[src/rtl/perf_pkg.sv]
// Shared definitions for the retire-stream performance monitor:
// FSM state encoding and parameter defaults.
package perf_pkg;

  typedef enum logic [1:0] {
    ST_IDLE    = 2'd0,
    ST_RUN     = 2'd1,
    ST_HALT    = 2'd2,
    ST_TIMEOUT = 2'd3
  } state_e;

  localparam int CNT_W_DEF       = 32;
  localparam int WDOG_CYCLES_DEF = 1024;
  localparam int HALT_REPEAT_DEF = 4;

endpackage

[src/rtl/sat_counter.sv]
// Event counter that sticks at all-ones instead of wrapping.
// i_clr is a soft clear with the same effect as i_reset.
module sat_counter #(
  parameter int W = 32
) (
  input  logic         i_clk,
  input  logic         i_reset,
  input  logic         i_clr,
  input  logic         i_inc,
  output logic [W-1:0] o_cnt
);

  logic [W-1:0] r_cnt;

  always_ff @(posedge i_clk) begin
    if (i_reset || i_clr) begin
      r_cnt <= '0;
    end else if (i_inc && !(&r_cnt)) begin
      r_cnt <= r_cnt + 1'b1;
    end
  end

  assign o_cnt = r_cnt;

endmodule

[src/rtl/perf_monitor.sv]
// Retire-stream performance monitor with halt (repeated PC) and watchdog detection.
// Stall counter is built only when PERF_STALL_CNT_EN is defined.
//
//   state      | meaning
//   -----------+-----------------------------------------------------------
//   ST_IDLE    | waiting for the first retire; nothing counts
//   ST_RUN     | counting cycles/retires, watching for halt and timeout
//   ST_HALT    | HALT_REPEAT retires at one PC seen; counters frozen
//   ST_TIMEOUT | WDOG_CYCLES RUN cycles without a retire; counters frozen
module perf_monitor
  import perf_pkg::*;
#(
  parameter int CNT_W       = CNT_W_DEF,
  parameter int WDOG_CYCLES = WDOG_CYCLES_DEF,
  parameter int HALT_REPEAT = HALT_REPEAT_DEF
) (
  input  logic             i_clk,
  input  logic             i_reset,
  input  logic             i_clear,
  input  logic             i_insn_vld,
  input  logic             i_mispred,
  input  logic             i_ctrl,
  input  logic [31:0]      i_pc_debug,
  output logic [CNT_W-1:0] o_cycle_cnt,
  output logic [CNT_W-1:0] o_insn_cnt,
  output logic [CNT_W-1:0] o_ctrl_cnt,
  output logic [CNT_W-1:0] o_mispred_cnt,
  output logic [CNT_W-1:0] o_stall_cnt,
  output logic [1:0]       o_state,
  output logic             o_halted,
  output logic             o_timeout,
  output logic [31:0]      o_last_pc
);

  localparam int REP_W = $clog2(HALT_REPEAT + 1);
  localparam int WDG_W = $clog2(WDOG_CYCLES + 1);
  localparam logic [REP_W-1:0] REP_LIMIT = REP_W'(HALT_REPEAT);
  localparam logic [WDG_W-1:0] WDG_LOAD  = WDG_W'(WDOG_CYCLES - 1);

  state_e           r_state;
  state_e           w_state_nxt;
  logic [REP_W-1:0] r_repeat;
  logic [REP_W-1:0] w_repeat_nxt;
  logic [WDG_W-1:0] r_wdog;
  logic [31:0]      r_last_pc;
  logic             r_halted;
  logic             r_timeout;
  logic             w_active;
  logic             w_retire;
  logic             w_idle_cyc;
  logic             w_halt_hit;
  logic             w_wdog_hit;

  // The retire that wakes the monitor from IDLE is counted like a RUN cycle.
  assign w_active   = (r_state == ST_RUN) || ((r_state == ST_IDLE) && i_insn_vld);
  assign w_retire   = w_active && i_insn_vld;
  assign w_idle_cyc = (r_state == ST_RUN) && !i_insn_vld;

  assign w_repeat_nxt = ((r_repeat != '0) && (i_pc_debug == r_last_pc)) ?
                        r_repeat + 1'b1 : REP_W'(1);
  assign w_halt_hit   = w_retire && (w_repeat_nxt >= REP_LIMIT);
  // Watchdog is a down-counter reloaded on each retire; terminal count is zero.
  assign w_wdog_hit   = w_idle_cyc && (r_wdog == '0);

  always_comb begin
    w_state_nxt = r_state;
    case (r_state)
      ST_IDLE: begin
        if (i_insn_vld) w_state_nxt = w_halt_hit ? ST_HALT : ST_RUN;
      end
      ST_RUN: begin
        if (w_halt_hit)      w_state_nxt = ST_HALT;
        else if (w_wdog_hit) w_state_nxt = ST_TIMEOUT;
      end
      ST_HALT, ST_TIMEOUT: w_state_nxt = r_state;
    endcase
  end

  always_ff @(posedge i_clk) begin
    if (i_reset || i_clear) begin
      r_state   <= ST_IDLE;
      r_repeat  <= '0;
      r_wdog    <= WDG_LOAD;
      r_last_pc <= '0;
      r_halted  <= 1'b0;
      r_timeout <= 1'b0;
    end else begin
      r_state <= w_state_nxt;
      if (w_retire) begin
        r_repeat  <= w_repeat_nxt;
        r_last_pc <= i_pc_debug;
        r_wdog    <= WDG_LOAD;
      end else if (w_idle_cyc && (r_wdog != '0)) begin
        r_wdog <= r_wdog - 1'b1;
      end
      if (w_halt_hit)      r_halted  <= 1'b1;
      else if (w_wdog_hit) r_timeout <= 1'b1;
    end
  end

  sat_counter #(.W(CNT_W)) u_cycle_cnt (
    .i_clk(i_clk), .i_reset(i_reset), .i_clr(i_clear),
    .i_inc(w_active), .o_cnt(o_cycle_cnt)
  );

  sat_counter #(.W(CNT_W)) u_insn_cnt (
    .i_clk(i_clk), .i_reset(i_reset), .i_clr(i_clear),
    .i_inc(w_retire), .o_cnt(o_insn_cnt)
  );

  sat_counter #(.W(CNT_W)) u_ctrl_cnt (
    .i_clk(i_clk), .i_reset(i_reset), .i_clr(i_clear),
    .i_inc(w_retire && i_ctrl), .o_cnt(o_ctrl_cnt)
  );

  sat_counter #(.W(CNT_W)) u_mispred_cnt (
    .i_clk(i_clk), .i_reset(i_reset), .i_clr(i_clear),
    .i_inc(w_retire && i_mispred), .o_cnt(o_mispred_cnt)
  );

`ifdef PERF_STALL_CNT_EN
  sat_counter #(.W(CNT_W)) u_stall_cnt (
    .i_clk(i_clk), .i_reset(i_reset), .i_clr(i_clear),
    .i_inc(w_idle_cyc), .o_cnt(o_stall_cnt)
  );
`else
  assign o_stall_cnt = '0;
`endif

  assign o_state   = r_state;
  assign o_halted  = r_halted;
  assign o_timeout = r_timeout;
  assign o_last_pc = r_last_pc;

endmodule

[config.mk]
export PLATFORM = sky130hd
export DESIGN_NAME = perf_monitor
export DESIGN_NICKNAME = d
export VERILOG_FILES = /design/src/rtl/perf_pkg.sv /design/src/rtl/sat_counter.sv /design/src/rtl/perf_monitor.sv
export SDC_FILE = /design/constraint.sdc
export NUM_CORES = 1
export LEC_CHECK = 0
export CAP_MARGIN = 20
export CORE_MARGIN = 1.5
export CORE_UTILIZATION = 53
export CTS_CLUSTER_DIAMETER = 40
export DETAILED_ROUTE_END_ITERATION = 8
export PLACE_DENSITY = 0.86
export SLEW_MARGIN = 20
export SYNTH_ARGS = -nofsm -noshare
export SYNTH_HDL_FRONTEND = slang
export SYNTH_SLANG_ARGS = --single-unit
[constraint.sdc]
create_clock -name i_clk -period 4.3 [get_ports i_clk]
set_input_delay 1.075 -clock i_clk [delete_from_list [all_inputs] [get_ports i_clk]]
set_output_delay 1.075 -clock i_clk [all_outputs]
set_load 0.01 [all_outputs]
==> key figures, run 1 <==
Outcome
  • Status: finished clean

Setup path
  • CP required: 4.65 ns
  • CP cell instances: clkdlybuf4s50_1 > nor2b_4 > nand2_1 > a31o_2 > or4_1 > a21oi_1
  • Reg-to-reg endpoint: r_wdog[1]
  • Crit path DAT: 3.33 ns
  • FF-to-FF path depth: 5
  • Bufs and invs on worst path: 1
  • Flop-to-flop setup slack: 1.82 ns
  • CP max stage delay: 0.61 ns
  • Top delay family on crit path: simple AND/OR/NAND/NOR gates
  • Slowest cell on crit path: clkdlybuf4s50_1
  • CP Class: input port to flip-flop
  • Worst-path fanout max: 42
  • Startpoint types: input port
  • Reg-to-Reg Start: r_wdog[2]
  • CP Capture Type: flip-flop

Synthesis
  • Post-synthesis mux area share: 0.00998
  • Compound-Gate Fraction of Synth Area: 0.179
  • Synth Flop Type: dfxtp_1
  • Top-area cell type share of the netlist area: 0.395
  • Synth top area cells: dfxtp_1, a21oi_1, nand2_1
  • Simple-Gate Fraction of Synth Area: 0.296
  • Largest family of logic cells by synthesized area: simple AND/OR/NAND/NOR gates
  • Yosys reg bits: 178
  • Syn Area/Cell: 8.11 µm²
  • Cell count after synthesis: 1112
  • Top cell type by total area after synthesis: dfxtp_1
  • Count of cell types in the netlist: 59
  • Netlist Area Pre-Place: 9020 µm²
  • Post-Synth XOR/XNOR Area: 0.0466
  • Register area share after synthesis: 0.395
  • Number of flops mapped to enable cells by yosys: 0
  • Synth async-reset ratio: 0
  • Syn. warnings: 0
  • Adder-cell share of the synthesized area: 0.0111

STA
  • Final min period: 2.98 ns
  • Tightest Pin Transition: 1.08 ns
  • Fin. Hold Viols: 0
  • Fin. max-slew vios: 0
  • Worst Skew: 0.00978 ns
  • Tcrit/Tclk final: 0.693
  • Slew margin rel.: 0.281
  • F_max: 0.335 GHz
  • Setup_tns: 0 ns
  • Final Setup Violations: 0
  • Hold slack: 0.481 ns
  • RSZ-0062 raised after global routing: no

Floorplan
  • Starting density of the core: 0.544
  • # IOs: 234
  • Die area: 17800 µm²
  • Core region area: 16600 µm²
  • Rows: 47
  • Die X: 133 µm
  • Die Ht: 133 µm

Place
  • PortBufs: 201
  • DP Area: 11100 µm²
  • Dpl hpwl: 16.7 mm
  • Routability Congestion: 0.839
  • DP Cell Count: 1486

Route
  • DRT antenna net count: 0
  • Drt drc: 0
  • Drt total wl: 24.4 mm
  • Via count: 9098
  • Drt via density: 5.99
  • WL per Instance: 16.0 µm
  • Pre-Repair DR Iteration Count: 5
  • Initial DRC Count: 698

GRT
  • Gr ovfl total: 0
  • Initial antenna violation count: 0
  • First-pass GRT wire length: 40.1 mm
  • Largest net degree at the start of global routing: 73
  • GRT Total Usage: 0.272
  • Vias in the first global route: 8330

Final layout
  • Most frequent cells in the layout: clkdlybuf4s50_1, dfxtp_1, nand2_1, a21oi_1, or3_1
  • Layout area overhead: 29.5%
  • ANT cells: 0
  • Nets@finish: 1333
  • Commonest non-fill, non-tap cell in the layout: clkdlybuf4s50_1
  • Fin cells: 1519
  • Final Instance Area: 11700 µm²
  • Share of layout cells above drive strength 1: 0.0493

Clock tree
  • Clock Latency Late Sink: 0.43 ns
  • H-tree levels: 4
  • Hold-fix buffers, CTS: 0
  • Post-CTS Setup Inserts: 0
  • CTS Buffer Depth: 2
  • Worst-path clk slew: 0.07 ns
  • CTS root buf: clkbuf_16
  • Post-CTS Resized: 0
  • Clk sink count: 178
  • Inserted Clock Buffers: 17
  • CTS tree: yes

Power
  • Total power: 3.45 mW
  • Power Density: 295 nW/µm²
  • Worst vdd ir: 0.000278 V
  • Pleak: 3.60 nW

Min path
  • Hold path cells: 2
  • WHS Endpoint: o_last_pc[7]
  • Min-delay src: o_last_pc[7]
  • Hold crit path type: flip-flop to flip-flop

Flow run
  • MaxCap Viol Count: 0
-- worst min-delay path, delay by kind of cell (launching register included) --
family | cells | cell delay [ns]
compound gates | 1 | 0.05
simple gates | 1 | 0.06
flops | 1 | 0.33
-- report_power, final --
group / internal [mW] / total, mW / leakage [nW] / switching [mW]
Clock: 0.912 / 1.56 / 0.280 / 0.648
Sequential: 1.66 / 1.67 / 1.44 / 0.0131
Combinational: 0.0902 / 0.215 / 1.89 / 0.124
-- final cells by class --
class | instances | area (µm²)
clock buffer | 22 | 484
fill | 1324 | 4900
timing repair buffer | 212 | 2120
tap | 220 | 275
sequential | 178 | 3560
clock inverter | 9 | 105
inverter | 21 | 78.8
multi-input combinational | 857 | 5050
-- worst max path at each step --
stage,from,end,slack (ns),cells past startpoint
final,i_insn_vld,u_ctrl_cnt.o_cnt[25],1.32,6
after global routing,i_insn_vld,u_ctrl_cnt.o_cnt[5],1.18,6
after CTS,i_insn_vld,u_mispred_cnt.o_cnt[28],1.36,6
after detailed placement,i_insn_vld,u_mispred_cnt.o_cnt[28],0.93,6
after global placement,i_insn_vld,u_mispred_cnt.o_cnt[28],0.97,6
after floorplan,i_insn_vld,u_ctrl_cnt.o_cnt[27],1.76,6
-- routing by layer --
layer,vias up,GRT usage,share of wire
met2,312,0.452,0.48
met3,43,0.0750,0.079
li1,4425,-,-
met5,-,0,0
met1,4318,0.345,0.42
met4,0,0.0803,0.017
-- stage by stage --
step / setup WS [ns] / util
after global placement: 0.968 / 0.667
after CTS: 1.36 / 0.703
after detailed placement: 0.930 / 0.667
after floorplan: 1.76 / -
final: 1.32 / 0.704
after global routing: 1.18 / 0.704
-- flip-flops by register name, indices dropped and copies added, names as in the netlist --
register,cells
u_cycle_cnt.o_cnt,32
r_wdog,11
o_state,2
u_mispred_cnt.o_cnt,32
o_halted,1
u_insn_cnt.o_cnt,32
o_last_pc,32
r_repeat,3
u_ctrl_cnt.o_cnt,32
o_timeout,1
-- synth_stat cells (all sizes together) (4+ instances only) --
master / n
xnor2: 43
and2: 5
o31ai: 39
o21ai: 56
o211ai: 9
a31oi: 5
or4: 48
and4: 17
nor3: 8
o41ai: 5
mux2i: 9
clkbuf: 45
o31a: 4
xor2: 5
and3: 13
inv: 21
or2: 9
buf: 42
nand2: 148
nand3: 56
dfxtp: 178
or3: 66
nor2: 34
nor4: 21
a21oi: 131
nand4: 47
o21a: 4
o2111ai: 4
ha: 8
-- cells by family (layout without fill, tap and decap cells) --
group	after synthesis	in the layout
AO/OA/AOI/OAI	272	272
multiplexers	9	9
AND/OR/NAND/NOR	488	488
buffers and inverters	108	264
flip-flops	178	178
other	1	32
XOR/XNOR	48	48
adder cells (fa/ha/maj)	8	8
No activity file was read; power rests on OpenSTA's default activity.
==> run 2: changes to the inputs <==
--- a/config.mk
+++ b/config.mk
@@ -7,10 +7,10 @@
 export LEC_CHECK = 0
 export CAP_MARGIN = 20
 export CORE_MARGIN = 1.5
-export CORE_UTILIZATION = 53
+export CORE_UTILIZATION = 45
 export CTS_CLUSTER_DIAMETER = 40
 export DETAILED_ROUTE_END_ITERATION = 8
-export PLACE_DENSITY = 0.86
+export PLACE_DENSITY = 0.78
 export SLEW_MARGIN = 20
 export SYNTH_ARGS = -nofsm -noshare
 export SYNTH_HDL_FRONTEND = slang
==> constraint.sdc (replaced) <==
create_clock -name i_clk -period 2.7 [get_ports i_clk]
set_input_delay 0.675 -clock i_clk [delete_from_list [all_inputs] [get_ports i_clk]]
set_output_delay 0.675 -clock i_clk [all_outputs]
set_load 0.01 [all_outputs]
==> run 2 against run 1 <==
  * Non-clock buffer count up 38
  * Final cell count is 5.5% higher
  * Critical path type is now flip-flop to flip-flop
  * Worst hold slack worse by 0.013 ns
  * Clock skew up 0.0048 ns
  * Count of clock-buffer cells in the layout shrank 2
  * Via count decreased by 0.88%
  * Clock power up 56%
  * Register-to-register slack worse by 1.5 ns
  * Flip-flop and latch count did not move
  * Sequential power up 59%
==> key figures, run 2 (synthesis gave the netlist of run 1 again) <==
Outcome
  • Status: finished clean

Setup path
  • CP Class: flip-flop to flip-flop
  • Reg-to-Reg Start: u_mispred_cnt.o_cnt[10]
  • FF-to-FF path depth: 5 (unchanged)
  • Crit path DAT: 2.72 ns (-0.61 ns)
  • Reg-to-reg endpoint: u_mispred_cnt.o_cnt[28]
  • Worst-path fanout max: 11 (-74%)
  • Startpoint types: flip-flop
  • Flop-to-flop setup slack: 0.34 ns (-1.48 ns)
  • CP max stage delay: 0.73 ns (+0.12 ns)
  • Slowest cell on crit path: or4_1
  • CP Capture Type: flip-flop
  • CP cell instances: and3_1 > nand3_1 > or4_1 > or3b_1 > a21oi_1
  • Crit path from: u_mispred_cnt.o_cnt[10]
  • CP required: 3.06 ns (-1.59 ns)

Floorplan
  • Rows: 51 (+8.5%)
  • Die X: 145 µm (+8.3%)
  • Starting density of the core: 0.461 (-0.0835)
  • Die area: 20900 µm² (+17%)
  • # IOs: 234 (unchanged)
  • Core region area: 19600 µm² (+18%)
  • Die Ht: 145 µm (+8.3%)

Clock tree
  • Inserted Clock Buffers: 17 (unchanged)
  • Hold-fix buffers, CTS: 0 (unchanged)
  • Post-CTS Resized: 0 (unchanged)
  • CTS root buf: clkbuf_16
  • Worst-path clk slew: 0.07 ns (about the same)
  • CTS tree: yes
  • Clock Latency Late Sink: 0.43 ns (about the same)
  • Clk sink count: 178 (unchanged)
  • H-tree levels: 4 (unchanged)
  • CTS Buffer Depth: 2 (unchanged)
  • Post-CTS Setup Inserts: 0 (unchanged)

STA
  • F_max: 0.424 GHz
  • Final Setup Violations: 0 (unchanged)
  • Final min period: 2.36 ns
  • Fin. Hold Viols: 0 (unchanged)
  • Fin. max-slew vios: 0 (unchanged)
  • Tcrit/Tclk final: 0.874
  • Worst Skew: 0.0146 ns (+0.00478 ns)
  • Tightest Pin Transition: 0.955 ns (-0.121 ns)
  • Slew margin rel.: 0.362 (+0.0808)
  • RSZ-0062 raised after global routing: no
  • Setup_tns: 0 ns (unchanged)

Place
  • Routability Congestion: 0.809 (-3.5%)
  • PortBufs: 201 (unchanged)
  • DP Cell Count: 1571 (+5.7%)
  • Dpl hpwl: 17.6 mm (+5.4%)
  • DP Area: 11400 µm² (+3.3%)

Final layout
  • Commonest non-fill, non-tap cell in the layout: clkdlybuf4s50_1
  • Layout Utilization: 0.613 (-0.0913)
  • Final Instance Area: 12000 µm² (+2.8%)
  • Most frequent cells in the layout: clkdlybuf4s50_1, dfxtp_1, nand2_1, a21oi_1, or3_1
  • Nets@finish: 1371 (+2.9%)
  • Fin cells: 1603 (+5.5%)
  • ANT cells: 0 (unchanged)
  • Share of layout cells above drive strength 1: 0.0770 (+0.0277)
  • Layout area overhead: 33.1%

Route
  • Drt drc: 0 (unchanged)
  • Drt via density: 5.63 (-6.1%)
  • Drt total wl: 24.7 mm (+1.3%)
  • Initial DRC Count: 476 (-32%)
  • DRT antenna net count: 0 (unchanged)
  • Via count: 9018 (-0.88%)
  • WL per Instance: 15.4 µm (-4.0%)
  • Pre-Repair DR Iteration Count: 5 (unchanged)

Power
  • Worst vdd ir: 0.000417 V (+50%)
  • Power Density: 456 nW/µm² (+54%)
  • Pleak: 3.77 nW (+4.5%)

Min path
  • Hold path cells: 2 (unchanged)
  • WHS Endpoint: o_halted
  • Min-delay src: o_halted
  • Hold crit path type: flip-flop to flip-flop

GRT
  • First-pass GRT wire length: 39.5 mm (-1.5%)
  • Largest net degree at the start of global routing: 41 (-44%)
  • Vias in the first global route: 8125 (-2.5%)
  • GRT Total Usage: 0.235 (-0.0372)
  • Initial antenna violation count: 0 (unchanged)
  • Gr ovfl total: 0 (unchanged)

Flow run
  • MaxCap Viol Count: 0 (unchanged)
==> run 2: cell count changes in the layout (fill, tap and decap cells not counted), sizes merged <==
| cell | delta |
|---|---|
| clkinvlp | +2 |
| clkbuf | -3 |
| inv | +4 |
| bufinv | -1 |
| clkinv | -2 |
| buf | +39 |
==> run 2: worst max path at each step <==
stage	endpoint
2_1_floorplan	u_insn_cnt.o_cnt[28]
3_3_place_gp	u_mispred_cnt.o_cnt[28]
3_5_place_dp	u_ctrl_cnt.o_cnt[17]
4_1_cts	u_mispred_cnt.o_cnt[28]
5_1_grt	u_mispred_cnt.o_cnt[28]
6_report	u_mispred_cnt.o_cnt[28]
==> run 2: power breakdown <==
group          internal (mW)  switching (mW)
sequential              2.64          0.0207
clock                   1.34            1.10
combinational          0.166           0.204
total                   4.15            1.32
==> run 2: layout make-up <==
type                    count  area (µm²)
inverters                  21        78.8
fillers                  1772        7580
repair buffers            250        2400
well taps                 265         332
clock buffers              20         457
clock inverters            12         121
flip-flops and latches    178        3560
multi-input cells         857        5050
==> run 2: metrics by stage <==
| stage | worst slack (ns) | hold slack [ns] | power (mW) |
|---|---|---|---|
| floorplan | 0.457 | 0.440 | 2.94 |
| global placement | -0.0668 | 0.433 | 3.09 |
| detailed placement | -0.0905 | 0.452 | 3.09 |
| CTS | 0.334 | 0.471 | 5.53 |
| global route | 0.137 | 0.483 | 5.68 |
| finish | 0.339 | 0.468 | 5.47 |
==> run 2: metal layers <==
metal	up-vias	share of wire	track usage	routed length (µm)
li1	4485	-	-	-
met1	4249	0.43	0.286	10600
met2	255	0.48	0.397	11900
met3	29	0.068	0.0666	1670
met4	0	0.020	0.0781	499
met5	-	0	0	0
==> run 2: critical path, delay by kind of cell, from the launching register on <==
kind	cells	cell delay, ns
DFF	1	0.43
and+or+nand+nor	4	1.72
AOI/OAI and AO/OA	1	0.14
